$ cat src/rtl/ra_defs.sv
// Shared definitions for the return-address stack: default geometry,
// count-width helper and the control opcode used by the push/pop decode.
package ra_defs;

    localparam int RA_N_DEF     = 32;
    localparam int RA_DEPTH_DEF = 8;

    // Width needed to hold an occupancy of 0..depth inclusive.
    function automatic int ra_cnt_w(input int depth);
        return $clog2(depth + 1);
    endfunction

    localparam int RA_CNT_W_DEF = $clog2(RA_DEPTH_DEF + 1);

    typedef enum logic [1:0] {
        RA_OP_NONE = 2'd0,
        RA_OP_PUSH = 2'd1,
        RA_OP_POP  = 2'd2,
        RA_OP_REPL = 2'd3
    } ra_op_e;

    // Push+pop on an empty stack has nothing to replace, so it degrades to
    // a plain push (and therefore never reports underflow).
    function automatic ra_op_e ra_decode(input logic push, input logic pop,
                                         input logic empty);
        if (push && pop && !empty) return RA_OP_REPL;
        if (push)                  return RA_OP_PUSH;
        if (pop)                   return RA_OP_POP;
        return RA_OP_NONE;
    endfunction

endpackage

$ cat src/rtl/ra_stack_mem.sv
// DEPTH x N entry array for the return-address stack: one synchronous
// write port and one asynchronous read port. Contents are never reset.
module ra_stack_mem
    import ra_defs::*;
#(
    parameter int N     = RA_N_DEF,
    parameter int DEPTH = RA_DEPTH_DEF
) (
    input  logic                     clk,
    input  logic                     we,
    input  logic [$clog2(DEPTH)-1:0] waddr,
    input  logic [N-1:0]             wdata,
    input  logic [$clog2(DEPTH)-1:0] raddr,
    output logic [N-1:0]             rdata
);

    logic [N-1:0] mem [DEPTH];

    // Single write port; the array holds data only, so no reset.
    always_ff @(posedge clk) begin
        if (we) mem[waddr] <= wdata;
    end

    assign rdata = mem[raddr];

endmodule

$ cat src/rtl/ra_stack.sv
// Return-address stack: calls push the link address, returns pop it, and a
// simultaneous call+return replaces the top entry in place.
// Optional feature macro RA_STACK_OVERFLOW_WRAP_EN: when defined, a push on
// a full stack overwrites the oldest entry (circular); otherwise it is dropped.
// overflow/underflow are registered one-cycle pulses in both builds.
module ra_stack
    import ra_defs::*;
#(
    parameter int N     = RA_N_DEF,
    parameter int DEPTH = RA_DEPTH_DEF
) (
    input  logic                       clk,
    input  logic                       reset,
    input  logic                       push,
    input  logic                       pop,
    input  logic [N-1:0]               push_data,
    output logic [N-1:0]               top,
    output logic [$clog2(DEPTH+1)-1:0] count,
    output logic                       empty,
    output logic                       full,
    output logic                       overflow,
    output logic                       underflow
);

    localparam int AW = $clog2(DEPTH);
    localparam int CW = $clog2(DEPTH + 1);

    localparam logic [AW-1:0] TP_RST  = AW'(DEPTH - 1);
    localparam logic [AW-1:0] TP_ONE  = AW'(1);
    localparam logic [CW-1:0] CNT_ONE = CW'(1);
    localparam logic [CW-1:0] CNT_MAX = CW'(DEPTH);

    logic [AW-1:0] tp, tp_nxt;
    logic [CW-1:0] count_nxt;
    logic          ovf_nxt, unf_nxt;
    logic          we;
    logic [AW-1:0] waddr;
    logic [N-1:0]  rdata;
    ra_op_e        op;

    assign empty = (count == '0);
    assign full  = (count == CNT_MAX);
    assign op    = ra_decode(push, pop, empty);

    // Next-state decode for pointer, occupancy, write port and error pulses.
    always_comb begin
        tp_nxt    = tp;
        count_nxt = count;
        we        = 1'b0;
        waddr     = tp + TP_ONE;
        ovf_nxt   = 1'b0;
        unf_nxt   = 1'b0;
        case (op)
            RA_OP_PUSH: begin
                if (full) begin
                    ovf_nxt = 1'b1;
`ifdef RA_STACK_OVERFLOW_WRAP_EN
                    // Slot tp+1 holds the oldest entry when full; reuse it.
                    tp_nxt = tp + TP_ONE;
                    we     = 1'b1;
`endif
                end else begin
                    tp_nxt    = tp + TP_ONE;
                    count_nxt = count + CNT_ONE;
                    we        = 1'b1;
                end
            end
            RA_OP_POP: begin
                if (empty) begin
                    unf_nxt = 1'b1;
                end else begin
                    tp_nxt    = tp - TP_ONE;
                    count_nxt = count - CNT_ONE;
                end
            end
            RA_OP_REPL: begin
                we    = 1'b1;
                waddr = tp;
            end
            default: ;
        endcase
    end

    // Control state with asynchronous clear.
    always_ff @(posedge clk or posedge reset) begin
        if (reset) begin
            tp        <= TP_RST;
            count     <= '0;
            overflow  <= 1'b0;
            underflow <= 1'b0;
        end else begin
            tp        <= tp_nxt;
            count     <= count_nxt;
            overflow  <= ovf_nxt;
            underflow <= unf_nxt;
        end
    end

    ra_stack_mem #(
        .N     (N),
        .DEPTH (DEPTH)
    ) u_mem (
        .clk   (clk),
        .we    (we),
        .waddr (waddr),
        .wdata (push_data),
        .raddr (tp),
        .rdata (rdata)
    );

    // top depends only on registered state, so it clears with count on reset.
    assign top = empty ? '0 : rdata;

endmodule

$ cat config.mk
export PLATFORM = sky130hd
export DESIGN_NAME = ra_stack
export DESIGN_NICKNAME = d
export VERILOG_FILES = /design/src/rtl/ra_defs.sv /design/src/rtl/ra_stack_mem.sv /design/src/rtl/ra_stack.sv
export SDC_FILE = /design/constraint.sdc
export NUM_CORES = 1
export LEC_CHECK = 0
export BUFFER_PORTS_ARGS = -buffer_cell sky130_fd_sc_hd__buf_4
export CORE_AREA = 3 3 166 168
export CTS_BUF_LIST = sky130_fd_sc_hd__clkbuf_4 sky130_fd_sc_hd__clkbuf_8
export CTS_CLUSTER_DIAMETER = 40
export CTS_CLUSTER_SIZE = 12
export DETAILED_ROUTE_END_ITERATION = 8
export DIE_AREA = 0 0 169 171
export HOLD_SLACK_MARGIN = 0.03
export SYNTH_ARGS = -nofsm -noshare
export SYNTH_HDL_FRONTEND = slang
export SYNTH_SLANG_ARGS = --single-unit
$ cat constraint.sdc
create_clock -name clk -period 11.46 [get_ports clk]
set_input_delay 1.719 -clock clk [delete_from_list [all_inputs] [get_ports clk]]
set_output_delay 1.719 -clock clk [all_outputs]
set_load 0.1 [all_outputs]
==> summary.md, run 1 <==
| Metric | Value |
|---|---|
| Status | `finished clean` |
| Core area | `0.0261 mm²` |
| Top_reg_cell synth | `edfxtp_1` |
| Ports | `76` |
| CP max FO | `50` |
| Flops & latches, synth | `265` |
| Crit end category | `output pin` |
| 1st-pass router iterations | `4` |
| I/O Buffers | `75` |
| CTS Hold Bufs | `0` |
| Count of final setup violators | `0` |
| Fmax | `194 MHz` |
| Fin. Hold Viols | `0` |
| Initial antenna violation count | `0` |
| Antenna-violating nets left | `0` |
| Syn. warnings | `0` |
| Post-CTS setup buffer count | `0` |
| Max Cap Viol | `0` |
| Netlist cell types | `36` |
| Clk slew on worst S/H paths | `0.07 ns` |
| Cts bufs inserted | `34` |
| FILL cells | `2199` |
| Max-slew violation count | `0` |
| Fin crit period | `5.16 ns` |
| Syn Area/Cell | `21.4 µm²` |
| RSZ-0062 raised after global routing | `false` |
| Setup_tns | `0 ns` |
| Synth Instances | `488` |
| Global placement routability congestion | `0.728` |
| Synth top area share | `73.6%` |
| Final wirelength | `21100 µm` |
| Area of the multi-input gates | `0.00241 mm²` |
| Diode count | `0` |
| Most frequent cell after synthesis | `edfxtp_1` |
| Residual DRC | `0` |
| Synth top area cells | `edfxtp_1 (74%), mux4_2 (14%), mux2i_1 (3.4%)` |
| Share of layout cells above drive strength 1 | `36.6%` |
| Final Cycle Share | `45.0%` |
| Crit path DAT | `3.44 ns` |
| Ys async rst share | `3.40%` |
| Total GRT Usage | `14.8%` |
| Root Driver | `clkbuf_8` |
| Register area share after synthesis | `75.8%` |
| Longest Clk Path Bufs | `3` |
| Grt total ovfl | `0` |
| Post-cts sizing count | `0` |
| Post-synthesis cell area | `0.0104 mm²` |
| Global-route wire length before repair | `32400 µm` |
| Post-route cell area | `0.0121 mm²` |
| Site Rows | `59` |
| Kind of critical path | `reg2out` |
| Most common library cells after synthesis | `edfxtp_1 (256), mux4_2 (64), nor2_1 (44)` |
| Final-stage net count | `625` |
| Vias/cell | `5.20` |
| Area delta synth->final | `16.1%` |
| Largest net degree at the start of global routing | `70` |
| Die W | `169 µm` |
| Clk_skew | `0.0185 ns` |
| Routed vias | `4893` |
| Initial core utilization | `40.1%` |
| Setup crit start kind | `register` |
| Area leader, netlist | `edfxtp_1` |
| Total Die Area | `0.0289 mm²` |
| Fin cells | `941` |
| FF+latch area | `0.00792 mm²` |
| DP Area | `0.0114 mm²` |
| Rel. slew slack | `32.1%` |
| Vias in the first global route | `5386` |
| Sink Count | `265` |
| Die Y | `171 µm` |
| DR WL/cell | `22.4 µm` |
| DRT iter0 DRCs | `376` |
| Hold/Removal Path Class | `reg2reg` |
| # placed instances | `883` |
| Htree depth | `2` |
| Least-Margin Pin Slew | `1.02 ns` |
| Reg-to-reg slack, setup | `8.15 ns` |
| Mapped Nets | `529` |
| Placed wire-length estimate | `11000 µm` |
| Worst-skew pair later-pin latency | `0.52 ns` |
| Hold slack | `0.657 ns` |
| Post-synth EDFFs | `256` |
| CTS tree | `built` |
| CP required | `9.74 ns` |
## final timing paths
kind,from,endpoint,cells past startpoint
worst max-delay path,tp[0],top[29],5
worst min register to register,count[3],count[3],1
max in group asynchronous,reset,tp[2],2
worst min-delay path,count[3],count[3],1
worst max register to register,tp[1],u_mem.mem[6][13],6
min in group asynchronous,reset,count[2],2
## registers in the layout (all words and copies together), names as in the netlist
name	flops
underflow	1
u_mem.mem	256
overflow	1
count	4
tp	3
## critical path, stage by stage, from the launching register on
cell,delay (ns)
dfstp_4,0.82
buf_4,0.85
mux4_2,0.61
mux2i_1,0.30
nor2_1,0.07
buf_4,0.26
## through the flow
stage          worst slack (ns)  utilization, %
6_report                   6.30            46.5
5_1_grt                    6.03            46.5
4_1_cts                    6.20            46.5
3_5_place_dp               6.76            43.8
3_3_place_gp               6.77            43.8
2_1_floorplan              6.69               -
## routing by layer
| metal | wire length, µm | track usage, % | vias up |
|---|---|---|---|
| met3 | 955 | 2.77 | 30 |
| li1 | - | - | 2176 |
| met2 | 10500 | 24.9 | 114 |
| met1 | 9340 | 20.1 | 2573 |
| met4 | 327 | 3.99 | 0 |
| met5 | 0 | 0 | - |
## logic make-up (layout without fill, tap and decap cells)
kind of cell / Yosys count / in the layout / share of synthesized area [%]
XOR/XNOR: 9 / 9 / 0.755
adder cells (fa/ha/maj): 5 / 5 / 0.671
multiplexers: 101 / 101 / 17.4
buffers and inverters: 34 / 152 / 1.70
AO/OA/AOI/OAI: 12 / 12 / 1.03
flip-flops: 265 / 265 / 75.8
AND/OR/NAND/NOR: 62 / 62 / 2.65
## layout by cell type, fill, tap and decap left out, types with 6 or more instances in the layout
cell      synthesis  layout
xnor2_1           8       8
edfxtp_1        256     256
buf_4             2      85
nor2_1           44      38
nand2_1           6       6
clkbuf_8          0      37
mux4_2           64      64
nor2_4            0       6
dfrtp_1           6       6
inv_1             8       8
mux2i_1          35      35
clkbuf_4          0       7
## area by class of cell
cell class,count,area share (%)
clock inverter,14,1.14
timing repair buffer,85,5.26
tap,335,3.46
sequential,265,65.3
multi-input combinational,189,19.9
clock buffer,44,4.63
inverter,9,0.279
Power of run 1 is not shown: default switching activity piles up to over one toggle a cycle in this logic, so the estimate is an artifact.
==> inputs of run 2 (changes only) <==
==> constraint.sdc (replaced) <==
create_clock -name clk -period 5 [get_ports clk]
set_input_delay 0.75 -clock clk [delete_from_list [all_inputs] [get_ports clk]]
set_output_delay 0.75 -clock clk [all_outputs]
set_load 0.1 [all_outputs]
==> summary.md, run 2 (same netlist as run 1, synthesis figures left out) <==
| Metric | Value |
|---|---|
| Status | `finished clean` |
| CTS tree | `built` |
| Crit end category | `output pin` |
| 1st-pass router iterations | `6` |
| Total Die Area | `0.0289 mm²` |
| Top Registers | `u_mem.mem (256), count (4), tp (3)` |
| CP required | `4.25 ns` |
| Worst path slowest cell | `dfstp_4` |
| FF+latch area | `0.00792 mm²` |
| Initial antenna violation count | `0` |
| Root Driver | `clkbuf_8` |
| FILL cells | `2189` |
| Max-slew violation count | `0` |
| Worst-skew pair later-pin latency | `0.53 ns` |
| CP max FO | `48` |
| Diode count | `0` |
| Leading cell type in the layout, fill and taps excluded | `edfxtp_1` |
| Max reg flops | `256` |
| Htree depth | `2` |
| Area of the multi-input gates | `0.00241 mm²` |
| Top cell family by delay on the critical path | `flip-flops` |
| Fmax | `243 MHz` |
| CTS Hold Bufs | `0` |
| Ports | `76` |
| Core area | `0.0261 mm²` |
| Max Cap Viol | `0` |
| Rel. slew slack | `39.0%` |
| Longest Clk Path Bufs | `3` |
| Largest net degree at the start of global routing | `49` |
| Final wirelength | `21400 µm` |
| Final-stage net count | `630` |
| Commonest cells after routing, fill and taps aside | `edfxtp_1 (256), buf_4 (87), mux4_2 (64)` |
| Total GRT Usage | `15.1%` |
| CP most frequent cell | `buf_4` |
| Kind of critical path | `reg2out` |
| Clk slew on worst S/H paths | `0.07 ns` |
| Post-cts sizing count | `0` |
| Initial core utilization | `40.1%` |
| Global-route wire length before repair | `32800 µm` |
| Die Y | `171 µm` |
| Setup_tns | `0 ns` |
| Vias/cell | `5.17` |
| Global placement routability congestion | `0.738` |
| Crit path cell chain | `buf_4 > mux4_2 > mux2i_1 > nor2_1 > buf_4` |
| Hold/Removal Path Class | `in2async` |
| WP buf/inv | `2` |
| Antenna-violating nets left | `0` |
| Cts bufs inserted | `37` |
| Fin. Hold Viols | `0` |
| Routed vias | `4907` |
| Fin crit period | `4.11 ns` |
| Die W | `169 µm` |
| DRT iter0 DRCs | `331` |
| Setup crit start kind | `register` |
| Site Rows | `59` |
| Grt total ovfl | `0` |
| Sink Count | `265` |
| Crit path DAT | `3.36 ns` |
| Biggest register | `u_mem.mem` |
| Post-CTS setup buffer count | `0` |
| DR WL/cell | `22.5 µm` |
| Final Cycle Share | `82.2%` |
| Count of final setup violators | `0` |
| Max incr delay on CP | `1.19 ns` |
| Area delta synth->final | `17.2%` |
| Least-Margin Pin Slew | `0.911 ns` |
| Placed wire-length estimate | `12200 µm` |
| Residual DRC | `0` |
| RSZ-0062 raised after global routing | `false` |
| I/O Buffers | `75` |
| Share of layout cells above drive strength 1 | `37.8%` |
| Clk_skew | `0.0315 ns` |
| Vias in the first global route | `5429` |
[run 2: metal layers]
layer / track usage [%] / vias up / routed length, µm
li1: - / 2196 / -
met1: 20.0 / 2546 / 9160
met2: 25.9 / 134 / 10700
met3: 3.21 / 31 / 1160
met4: 3.49 / 0 / 332
met5: 0 / - / 0
[run 2: stage by stage]
stage | utilization, % | hold slack (ns) | cells | setup WS [ns] | instance area [µm²]
floorplan | - | 0.576 | 488 | 1.20 | 10400
global placement | 43.9 | 0.623 | 885 | 1.32 | 11400
detailed placement | 43.9 | 0.638 | 885 | 1.28 | 11400
CTS | 47.0 | 0.182 | 949 | 0.743 | 12200
global route | 47.0 | 0.211 | 949 | 0.590 | 12200
finish | 47.0 | 0.200 | 949 | 0.888 | 12200
[run 2: worst paths after layout]
| kind | from | end | slack (ns) | cells past startpoint |
|---|---|---|---|---|
| worst max-delay path | tp[0] | top[21] | 0.89 | 5 |
| worst min-delay path | reset | count[1] | 0.20 | 2 |
| worst max register to register | tp[0] | u_mem.mem[1][29] | 1.43 | 6 |
| worst min register to register | count[3] | count[3] | 0.64 | 1 |
| max in group asynchronous | reset | tp[2] | 4.49 | 2 |
| min in group clk | push_data[4] | u_mem.mem[6][4] | 0.45 | 1 |
[run 2: cell type report]
cell class              count  area share, %
clock buffers              40           4.40
multi-input cells         189           19.7
clock inverters            24           2.13
inverters                   9          0.276
flip-flops and latches    265           64.7
repair buffers             87           5.34
well taps                 335           3.42
Power of run 2 is left out for the same reason.
==> inputs of run 3 (changes only) <==
==> constraint.sdc (replaced) <==
create_clock -name clk -period 3.8 [get_ports clk]
set_input_delay 0.57 -clock clk [delete_from_list [all_inputs] [get_ports clk]]
set_output_delay 0.57 -clock clk [all_outputs]
set_load 0.1 [all_outputs]
==> summary.md, run 3 (same netlist as run 1, synthesis figures left out) <==
| Metric | Value |
|---|---|
| CP required | `3.23 ns` |
| Die Y | `171 µm` |
| Htree depth | `2` |
| CTS Hold Bufs | `1` |
| Top Registers | `u_mem.mem (256), count (4), tp (3)` |
| Global-route wire length before repair | `32500 µm` |
| Top cell family by delay on the critical path | `flip-flops` |
| FILL cells | `2137` |
| Site Rows | `59` |
| Max Cap Viol | `0` |
| Share of layout cells above drive strength 1 | `38.6%` |
| Worst Min Path Start | `push_data[22]` |
| Die W | `169 µm` |
| Global placement routability congestion | `0.745` |
| Diode count | `0` |
| Fmax | `292 MHz` |
| Ports | `76` |
| Worst path slowest cell | `dfstp_4` |
| DRT iter0 DRCs | `387` |
| Final wirelength | `20800 µm` |
| Least-Margin Pin Slew | `0.925 ns` |
| RSZ-0062 raised after global routing | `false` |
| Clk_skew | `0.0191 ns` |
| Fin crit period | `3.42 ns` |
| Vias/cell | `5.22` |
| Max-slew violation count | `0` |
| Sink Count | `265` |
| Crit end category | `output pin` |
| Longest Clk Path Bufs | `3` |
| R2R cell count | `6` |
| Count of final setup violators | `0` |
| Largest net degree at the start of global routing | `45` |
| Area delta synth->final | `18.9%` |
| Setup crit start kind | `register` |
| Residual DRC | `0` |
| CP max FO | `32` |
| Hold depth | `1` |
| Status | `finished clean` |
| Total GRT Usage | `14.7%` |
| Cts bufs inserted | `36` |
| Core area | `0.0261 mm²` |
| CTS tree | `built` |
| Grt total ovfl | `0` |
| Worst-skew pair later-pin latency | `0.53 ns` |
| Final-stage net count | `636` |
| Post-CTS setup buffer count | `0` |
| Initial core utilization | `40.1%` |
| I/O Buffers | `75` |
| Setup_tns | `0 ns` |
| Total Die Area | `0.0289 mm²` |
| Max reg flops | `256` |
| Rel. slew slack | `38.1%` |
| Kind of critical path | `reg2out` |
| Antenna-violating nets left | `0` |
| R2r endpoint | `u_mem.mem[5][31]` |
| Crit path DAT | `2.85 ns` |
| Crit path cell chain | `buf_4 > mux4_2 > mux2i_1 > nor2_1 > buf_4` |
| DR WL/cell | `21.7 µm` |
| WP buf/inv | `2` |
| Post-cts sizing count | `0` |
| Commonest cells after routing, fill and taps aside | `edfxtp_1 (256), buf_4 (84), mux4_2 (64)` |
| Vias in the first global route | `5438` |
| Fin. Hold Viols | `0` |
| Max incr delay on CP | `1.00 ns` |
| Routed vias | `4993` |
| Final Cycle Share | `90.1%` |
| Initial antenna violation count | `1` |
| Hold Path End | `u_mem.mem[3][22]` |
| Reg2reg start | `tp[0]` |
| Biggest register | `u_mem.mem` |
| 1st-pass router iterations | `4` |
| Reg-to-reg slack, setup | `0.82 ns` |
| CP most frequent cell | `buf_4` |
| Root Driver | `clkbuf_8` |
| Hold/Removal Path Class | `in2reg` |
| Leading cell type in the layout, fill and taps excluded | `edfxtp_1` |
| Clk slew on worst S/H paths | `0.08 ns` |
| Placed wire-length estimate | `11800 µm` |
==> run 3: cell types whose count changed in the layout (fill, tap and decap cells not counted) <==
cell | previous run | this run
clkinv_2 | 6 | 4
dlygate4sd3_1 | 0 | 1
clkinvlp_4 | 2 | 3
buf_4 | 87 | 84
buf_12 | 0 | 9
clkinv_4 | 5 | 6
clkbuf_4 | 2 | 6
inv_8 | 0 | 1
inv_6 | 5 | 2
clkinv_1 | 2 | 0
==> run 3: per-layer routing <==
metal	GRT usage [%]	share of wire [%]	vias to the layer above
met5	0	0.063	-
met4	3.88	1.3	2
met3	3.35	4.8	26
met2	24.3	50	113
met1	20.1	44	2652
li1	-	-	2200
==> run 3: how the worst max path moves through the flow <==
stage | from | cells after the start | slack [ns] | to
floorplan | count[1] | 4 | 0.04 | u_mem.mem[6][0]
global placement | tp[0] | 6 | 0.78 | u_mem.mem[4][10]
detailed placement | tp[0] | 6 | 0.74 | u_mem.mem[5][10]
CTS | tp[0] | 5 | 0.28 | top[11]
global route | tp[0] | 5 | 0.17 | top[11]
finish | tp[0] | 5 | 0.38 | top[7]
==> run 3: final cells by class <==
type,instances,area (µm²),share of cell area [%]
repair buffers,94,821,6.61
clock inverters,20,244,1.96
inverters,9,33.8,0.272
clock buffers,44,568,4.57
well taps,335,419,3.37
flip-flops and latches,265,7920,63.8
multi-input cells,189,2410,19.4
==> run 3: metrics by stage <==
stage / cells / util [%] / area [µm²] / setup WS [ns] / hold slack, ns
final: 956 / 47.7 / 12400 / 0.377 / 0.270
after global routing: 956 / 47.7 / 12400 / 0.173 / 0.237
after CTS: 956 / 47.7 / 12400 / 0.283 / 0.231
after detailed placement: 891 / 44.5 / 11600 / 0.735 / 0.572
after global placement: 891 / 44.5 / 11600 / 0.783 / 0.563
after floorplan: 488 / - / 10400 / 0.0419 / 0.396
Power of run 3 is left out for the same reason.
